==> src/rtl/traffic_light_monitor.sv <==
// Passive checker for the traffic-light controller's lamp bus: tracks the legal phase cycle.
// Define TLMON_DWELL_CHECK_EN to build the dwell counter with SHORT/LONG checks.
module traffic_light_monitor #(
  parameter int GREEN_CYC  = 15,
  parameter int YEL_CYC    = 3,
  parameter int ALLRED_CYC = 3,
  parameter int TOL        = 0
) (
  input  logic        clk,
  input  logic        clr,
  input  logic [5:0]  lights,
  output logic        locked,
  output logic [2:0]  phase,
  output logic        err,
  output logic [1:0]  err_code,
  output logic [7:0]  err_count,
  output logic [15:0] cyc_count
);

  localparam logic [5:0] PAT0 = 6'b100001;
  localparam logic [5:0] PAT1 = 6'b100010;
  localparam logic [5:0] PAT2 = 6'b100100;
  localparam logic [5:0] PAT3 = 6'b001100;
  localparam logic [5:0] PAT4 = 6'b010100;

  localparam logic [1:0] E_ILLEGAL = 2'd0;
  localparam logic [1:0] E_SEQ     = 2'd1;

  if (TOL < 0 || TOL >= GREEN_CYC || TOL >= YEL_CYC || TOL >= ALLRED_CYC ||
      GREEN_CYC + TOL > 254 || YEL_CYC + TOL > 254 || ALLRED_CYC + TOL > 254) begin : g_bad_params
    $error("traffic_light_monitor: illegal dwell parameters");
  end

  typedef enum logic {UNLOCKED, LOCKED} state_t;

  state_t      state_q, state_d;
  logic [2:0]  phase_q, phase_d;
  logic [5:0]  prev_q;
  logic        err_q, err_d;
  logic [1:0]  code_q, code_d;
  logic [7:0]  ecnt_q, ecnt_d;
  logic [15:0] cyc_q, cyc_d;
  logic        fault;
  logic [1:0]  fcode;
  logic        legal;
  logic [2:0]  succ;

  // P2 and P5 share a lamp pattern; only the predecessor distinguishes them
  function automatic logic [5:0] pat(input logic [2:0] p);
    case (p)
      3'd0:    pat = PAT0;
      3'd1:    pat = PAT1;
      3'd3:    pat = PAT3;
      3'd4:    pat = PAT4;
      default: pat = PAT2;
    endcase
  endfunction

`ifdef TLMON_DWELL_CHECK_EN
  localparam logic [1:0] E_SHORT = 2'd2;
  localparam logic [1:0] E_LONG  = 2'd3;

  logic [7:0] dwell_q, dwell_d, dwell_inc;
  logic       exempt_q, exempt_d;

  function automatic logic [7:0] nom(input logic [2:0] p);
    case (p)
      3'd0, 3'd3: nom = 8'(GREEN_CYC);
      3'd1, 3'd4: nom = 8'(YEL_CYC);
      default:    nom = 8'(ALLRED_CYC);
    endcase
  endfunction

  assign dwell_inc = (dwell_q == 8'hFF) ? dwell_q : dwell_q + 8'd1;
`endif

  assign legal = (lights == PAT0) || (lights == PAT1) || (lights == PAT2) ||
                 (lights == PAT3) || (lights == PAT4);
  assign succ  = (phase_q == 3'd5) ? 3'd0 : phase_q + 3'd1;

  always_ff @(posedge clk) begin
    if (clr) begin
      state_q <= UNLOCKED;
      phase_q <= '0;
      prev_q  <= '0;
      err_q   <= 1'b0;
      code_q  <= '0;
      ecnt_q  <= '0;
      cyc_q   <= '0;
`ifdef TLMON_DWELL_CHECK_EN
      dwell_q  <= '0;
      exempt_q <= 1'b0;
`endif
    end else begin
      state_q <= state_d;
      phase_q <= phase_d;
      prev_q  <= lights;
      err_q   <= err_d;
      code_q  <= code_d;
      ecnt_q  <= ecnt_d;
      cyc_q   <= cyc_d;
`ifdef TLMON_DWELL_CHECK_EN
      dwell_q  <= dwell_d;
      exempt_q <= exempt_d;
`endif
    end
  end

  always_comb begin
    state_d = state_q;
    phase_d = phase_q;
    err_d   = 1'b0;
    code_d  = code_q;
    ecnt_d  = ecnt_q;
    cyc_d   = cyc_q;
    fault   = 1'b0;
    fcode   = E_ILLEGAL;
`ifdef TLMON_DWELL_CHECK_EN
    dwell_d  = dwell_q;
    exempt_d = exempt_q;
`endif
    if (state_q == LOCKED) begin
      if (lights == prev_q) begin
`ifdef TLMON_DWELL_CHECK_EN
        dwell_d = dwell_inc;
        if (dwell_inc == nom(phase_q) + 8'(TOL) + 8'd1) begin
          fault = 1'b1;
          fcode = E_LONG;
        end
`endif
      end else if (!legal) begin
        fault = 1'b1;
        fcode = E_ILLEGAL;
      end else if (lights != pat(succ)) begin
        fault = 1'b1;
        fcode = E_SEQ;
      end
`ifdef TLMON_DWELL_CHECK_EN
      else if (!exempt_q && dwell_q < nom(phase_q) - 8'(TOL)) begin
        fault = 1'b1;
        fcode = E_SHORT;
      end
`endif
      else begin
        phase_d = succ;
        if (phase_q == 3'd5) cyc_d = cyc_q + 16'd1;
`ifdef TLMON_DWELL_CHECK_EN
        dwell_d  = 8'd1;
        exempt_d = 1'b0;
`endif
      end
    end
    if (fault) begin
      err_d   = 1'b1;
      code_d  = fcode;
      ecnt_d  = (ecnt_q == 8'hFF) ? ecnt_q : ecnt_q + 8'd1;
      state_d = UNLOCKED;
      phase_d = 3'd0;
`ifdef TLMON_DWELL_CHECK_EN
      dwell_d = 8'd0;
`endif
    end
    // the offending sample itself may re-lock; a fresh lock starts a partial, exempt phase
    if ((state_q == UNLOCKED || fault) && lights == PAT0) begin
      state_d = LOCKED;
      phase_d = 3'd0;
`ifdef TLMON_DWELL_CHECK_EN
      dwell_d  = 8'd1;
      exempt_d = 1'b1;
`endif
    end
  end

  always_comb begin
    locked    = (state_q == LOCKED);
    phase     = phase_q;
    err       = err_q;
    err_code  = code_q;
    err_count = ecnt_q;
    cyc_count = cyc_q;
  end

endmodule

==> config.mk <==
export PLATFORM = sky130hd
export DESIGN_NAME = traffic_light_monitor
export DESIGN_NICKNAME = d
export VERILOG_FILES = /design/src/rtl/traffic_light_monitor.sv
export SDC_FILE = /design/constraint.sdc
export NUM_CORES = 1
export LEC_CHECK = 0
export ABC_AREA = 1
export CAP_MARGIN = 20
export CELL_PAD_IN_SITES_DETAIL_PLACEMENT = 0
export CELL_PAD_IN_SITES_GLOBAL_PLACEMENT = 1
export CORE_MARGIN = 5
export CORE_UTILIZATION = 38
export CTS_BUF_LIST = sky130_fd_sc_hd__clkbuf_8
export DETAILED_ROUTE_END_ITERATION = 16
export PLACE_DENSITY_LB_ADDON = 0.3
export SLEW_MARGIN = 25
export SYNTH_ARGS = -nofsm -noshare
export SYNTH_HDL_FRONTEND = slang
export SYNTH_SLANG_ARGS = --single-unit
==> constraint.sdc <==
create_clock -name clk -period 2.1 [get_ports clk]
set_input_delay 0.21 -clock clk [delete_from_list [all_inputs] [get_ports clk]]
set_output_delay 0.21 -clock clk [all_outputs]
set_load 0.1 [all_outputs]
==> metrics, run 1 <==
total gr overflow 0; via count 2250; cts repair resizes 0; worst-path fanout max 10; Min-Delay Path Class flop to flop; cell repeated most along the worst path nor2_1; Final GP Congestion 0.8335; WP data required around 2300 ps; xor-xnor portion of the synthesized cell area 6.723%; Post CTS Setup Buffer Count 0; most common cell in the netlist nand2_1; Synth area leader dfxtp_1; synthesized instance count ~340; vias in the first global route just over 2000; TritonCTS Sinks 36; Final Total Pwr 1.272 mW; Fmax 585.1 MHz; Core ar. ~0.0056 mm^2; share of cells above drive strength 1 19.54%; # DRC 0; # setup viols final 0; CP Cell Sequence clkdlybuf4s50_1, inv_1, nand2_1, nand2_1, inv_1, nand2_1, nor2_1, nand2_4, nor2_2, nor2_1, nor2_1, nor2_1; Largest delay share family, worst path simple AND/OR/NAND/NOR gates; kind of critical path input pin to flop; Post-Syn Area ~0.0022 mm^2; Clock Pin Slew Worst Setup and Hold Paths approximately 70 ps; ys flop type dfxtp_1; Synth Area in Adders around 1.1%; final-stage net count between 300 and 400; CP Launch Type input pin; slowest stage delay, CP 560 ps; unrepaired setup endpoints after global routing no; Syn Area/Cell between 6 and 7 um^2; die height 86.34 um; Starting Density around 40%; number of synthesized register bits 36; total CTS buffers 5; Synth cell types 29; hold_sp err_count[4]; row count 27; Synth Area in Compound Gates about 8.1%; total die area around 0.0075 mm^2; worst path arrival time 1870 ps; wire length per cell roughly 13 um; multi-input combinational cell area about 0.0013 mm^2; number of synthesized flops with an enable pin 0; Routed Antenna Nets 0; Hold Crit Endpoint err_count[4]; reg2reg setup slack 400 ps; Worst Skew 6.213 ps; Area contributors post-synth dfxtp_1, nand2_1, nor2_1, nand4_1, a21oi_1; crit path capture type flop; IO Count 39; Mapped Nets roughly 350; Port Buffers 37; PD cells between 400 and 500 mW/mm^2; H-tree depth 2; vias per cell slightly below 5; status finished, final reports clean; final cell count without fillers between 400 and 500; FF-to-FF Start err_count[1]; Synthesis Warnings 0; initial antenna violation count 0; worst-case reg-to-reg path depth 7; CTS Buffer Depth 2; placed insts about 450; leak pwr 1.202 nW; final worst path period need ~1700 ps; Die Span X around 86 um; final core utilization between 40% and 50%; first-pass GRT wire length about 9900 um; simple-gate portion of the synthesized area around 43%; largest net degree at the start of global routing 24; GRT Util Overall roughly 16%; RR Endpoint err_count[7]; slowest CP cell clkdlybuf4s50_1; # diodes 0; final hold vios 0; Synth top area share approximately 33%; clk_lat worst skew slightly below 300 ps; Routed WL a little under 6000 um; Pins Over Slew Limit 0; initial drt markers 90; post-synthesis sequential area ratio 32.54%; Max-Cap Viols 0; Pre-antenna DRT Iters 4; Setup TNS 0 ps; Fillers 606; Min-Delay Path Depth 2; ys async rst share 0%; DP HPWL around 4300 um; Post-CTS Hold Buffers 0; main combinational cell family by area after synthesis simple AND/OR/NAND/NOR gates; Layout area overhead 22.26%; worst vdd ir about 0.32 mV; part of the cycle the worst path needs between 80% and 90%; CTS tree yes; mux contribution to synthesized area 0%; top cells by count, synth nand2_1, nor2_1, dfxtp_1; CP Depth 12; FF/Latch Area roughly 730 um^2; Root Buffer clkbuf_8; Critical path buffers and inverters 3
[power breakdown]
group	total (mW)	internal [mW]	switching, mW	leakage (nW)
Sequential	0.693	0.689	0.00386	0.296
Combinational	0.113	0.0376	0.0755	0.861
Clock	0.466	0.221	0.245	0.0452
[placed cells by master, fill, tap and decap left out, types with 4 or more instances in the layout]
master / synthesis / layout
clkbuf_8: 0 / 5
nand2_2: 4 / 4
clkdlybuf4s50_1: 0 / 7
dfxtp_1: 36 / 27
buf_4: 1 / 40
dfxtp_2: 0 / 9
nand2_1: 104 / 104
nand4_1: 24 / 24
a21oi_1: 24 / 24
o21ai_0: 5 / 5
xor2_1: 8 / 8
nor2_1: 46 / 46
inv_2: 7 / 7
inv_1: 28 / 29
nor2_2: 5 / 5
nand3_1: 20 / 20
xnor2_1: 9 / 9
[kinds of logic (layout without fill, tap and decap cells)]
kind of cell / Yosys count / in the layout
AO/OA/AOI/OAI: 34 / 34
XOR/XNOR: 17 / 17
adder cells (fa/ha/maj): 2 / 2
buffers and inverters: 44 / 89
flip-flops: 36 / 36
other: 1 / 1
AND/OR/NAND/NOR: 210 / 210
[cell type report]
| class | count | area share, % |
|---|---|---|
| sequential | 36 | 27.03 |
| multi-input combinational | 264 | 48.24 |
| inverter | 35 | 4.852 |
| clock inverter | 2 | 0.3235 |
| clock buffer | 5 | 2.542 |
| timing repair buffer | 47 | 13.68 |
| tap | 72 | 3.327 |
[layer usage]
| layer | global-route usage, % | routed length (um) | vias up |
|---|---|---|---|
| met1 | 21.52 | 2715 | 996 |
| met2 | 26.50 | 2721 | 45 |
| met5 | 0 | 0 | - |
| met4 | 4.674 | 78 | 0 |
| li1 | - | - | 1202 |
| met3 | 3.232 | 259 | 7 |
[flip-flops by register name (all words and copies together) (netlist names)]
signal	flops
phase	3
locked	1
prev_q	6
err_code	1
err	1
err_count	8
cyc_count	16
[worst max-delay path by stage]
stage	slack (ps)	to	from
after CTS	400	phase[1]	phase[1]
after global placement	90	phase[2]	lights[5]
after detailed placement	100	phase[1]	lights[5]
final	390	phase[1]	lights[5]
after floorplan	90	err_count[2]	err_count[2]
after global routing	220	phase[2]	phase[1]
[worst reg2reg max path: cells and delay by family (launching register included)]
family	cells	cell delay, ps
simple gates	5	920
flops	1	360
fa+ha+maj	1	210
compound gates	1	130
[stage by stage]
| stage | hold WS (ps) | setup slack (ps) | cell area (um^2) |
|---|---|---|---|
| 2_1_floorplan | 337.6 | 87.92 | 2226 |
| 3_3_place_gp | 473.0 | 94.03 | 2630 |
| 3_5_place_dp | 479.7 | 102.6 | 2630 |
| 4_1_cts | 491.9 | 395.1 | 2708 |
| 5_1_grt | 517.4 | 222.5 | 2708 |
| 6_report | 490.6 | 391.0 | 2708 |
(Power assumes the default switching activity.)
==> run 2: changes to the inputs <==
Clock period 2.1 ns to 1.65 ns, I/O delays scaled along.
==> run 2 against run 1 <==
Sequential share of layout area decreased by 4.4 points; clock skew increased by 2.7 ps; non-clock buffer count increased by 19; via count increased by 5.1%; die area unchanged; sequential power increased by 25%; critical endpoint is now cyc_count[9]; largest cell class unchanged; highest routed layer unchanged.
==> metrics, run 2 (synthesis results as in run 1) <==
TritonCTS Sinks 36; Layout area overhead 54.86%; CTS Buffer Depth 2; PD cells 506.0 mW/mm^2; vias in the first global route roughly 2300; Max-Cap Viols 0; Worst Skew just under 9 ps; final-stage net count roughly 420; max reg flops 16; Routed WL around 6000 um; Port Buffers 37; # setup viols final 0; worst-path fanout max 9; multi-input combinational cell area between 0.001 and 0.0015 mm^2; final hold vios 0; clk_lat worst skew 290 ps; worst path arrival time about 1900 ps; total gr overflow 0; DP HPWL between 4000 and 5000 um; GRT Util Overall 16.90%; part of the cycle the worst path needs 99.42%; FF/Latch Area ~780 um^2; CTS tree yes; final worst path period need ~1600 ps; kind of critical path flop to flop; initial drt markers 70; pre-CTS setup slack -250.8 ps; # diodes 0; commonest non-fill, non-tap cell in the layout nand2_1; most frequent cells in the layout nand2_1, nor2_1, buf_12; Routed Antenna Nets 0; worst vdd ir between 0.5 and 0.6 mV; wire length per cell roughly 13 um; # DRC 0; Root Buffer clkbuf_8; share of cells above drive strength 1 between 30% and 40%; unrepaired setup endpoints after global routing yes; row count 27; total CTS buffers 5; Post-CTS Hold Buffers 0; CP Launch Type flop; Min-Delay Path Class input pin to flop; IO Count 39; via count 2365; Final GP Congestion about 0.8; Pins Over Slew Limit 0; Clock Pin Slew Worst Setup and Hold Paths about 80 ps; Core ar. 0.005574 mm^2; Die Span X 86.34 um; status finished, final reports clean; Final WS setup about 9.6 ps; WP data required 1870 ps; H-tree depth 2; die height approximately 86 um; total die area roughly 0.0075 mm^2; final core utilization between 60 and 70%; largest net degree at the start of global routing 23; Pre-antenna DRT Iters 4; initial antenna violation count 0; first-pass GRT wire length between 10000 and 15000 um; Fillers about 520; leak pwr roughly 1.4 nW; Starting Density between 30% and 40%; crit path capture type flop; vias per cell ~4.9; worst hold slack 317.1 ps; Fmax 609.6 MHz
==> run 2: cell count changes in the layout (fill, tap and decap cells not counted), moves of 5 or more <==
cell,delta
dfxtp_4,+9
nor2_1,-6
dfxtp_2,+9
buf_12,+31
buf_4,-14
nand2_2,+5
nand2_1,-7
dfxtp_1,-18
==> run 2: critical path: stages, from the launching register on <==
cell     delay, ps
dfxtp_4        390
nor2_4         160
nand2_4         80
nand3_1         60
nand2_1         80
inv_1           70
nand2_2         80
nor2_8         140
buf_12         140
buf_12         110
nand4_1         80
a21oi_1        150
==> run 2: power by group <==
| part | internal, mW | switching, mW |
|---|---|---|
| registers | 0.862 | 0.00518 |
| clock network | 0.339 | 0.351 |
| logic | 0.0734 | 0.105 |
==> run 2: routing by layer <==
| metal | GRT usage (%) | up-vias | wire [um] |
|---|---|---|---|
| met5 | 0 | - | 0 |
| met4 | 5.382 | 0 | 84 |
| met3 | 3.137 | 9 | 257 |
| met2 | 28.65 | 44 | 2936 |
| met1 | 21.58 | 1067 | 2773 |
| li1 | - | 1245 | - |
==> run 2: timing repair <==
| action | CTS | global route |
|---|---|---|
| endpoints found under the setup margin | 0 | 28 |
| setup buffers | 0 | 2 |
| resized for setup | 0 | 25 |
==> run 2: cell type report <==
cell class | instances | area share (%)
Clock buffer | 6 | 2.408
Clock inverter | 2 | 0.4378
Inverter | 35 | 4.269
Multi-Input combinational cell | 265 | 40.97
Sequential cell | 36 | 22.66
Tap cell | 72 | 2.627
Timing Repair Buffer | 66 | 26.63
==> run 2: through the flow <==
| step | cell area, um^2 | cells | TNS, ps | power, mW |
|---|---|---|---|---|
| after floorplan | 2303 | 344 | -311.0 | 0.9814 |
| after global placement | 3211 | 471 | -5378 | 1.058 |
| after detailed placement | 3211 | 471 | -5478 | 1.060 |
| after CTS | 3308 | 479 | 0 | 1.749 |
| after global routing | 3430 | 482 | -1146 | 1.816 |
| final | 3430 | 482 | 0 | 1.735 |
==> run 2: final timing paths <==
path,from,endpoint,slack [ps],cells after the start
setup / recovery,phase[1],cyc_count[9],10,11
hold / removal,lights[2],prev_q[2],320,4
setup reg to reg,phase[1],cyc_count[9],10,11
hold reg to reg,err_count[4],err_count[4],510,2
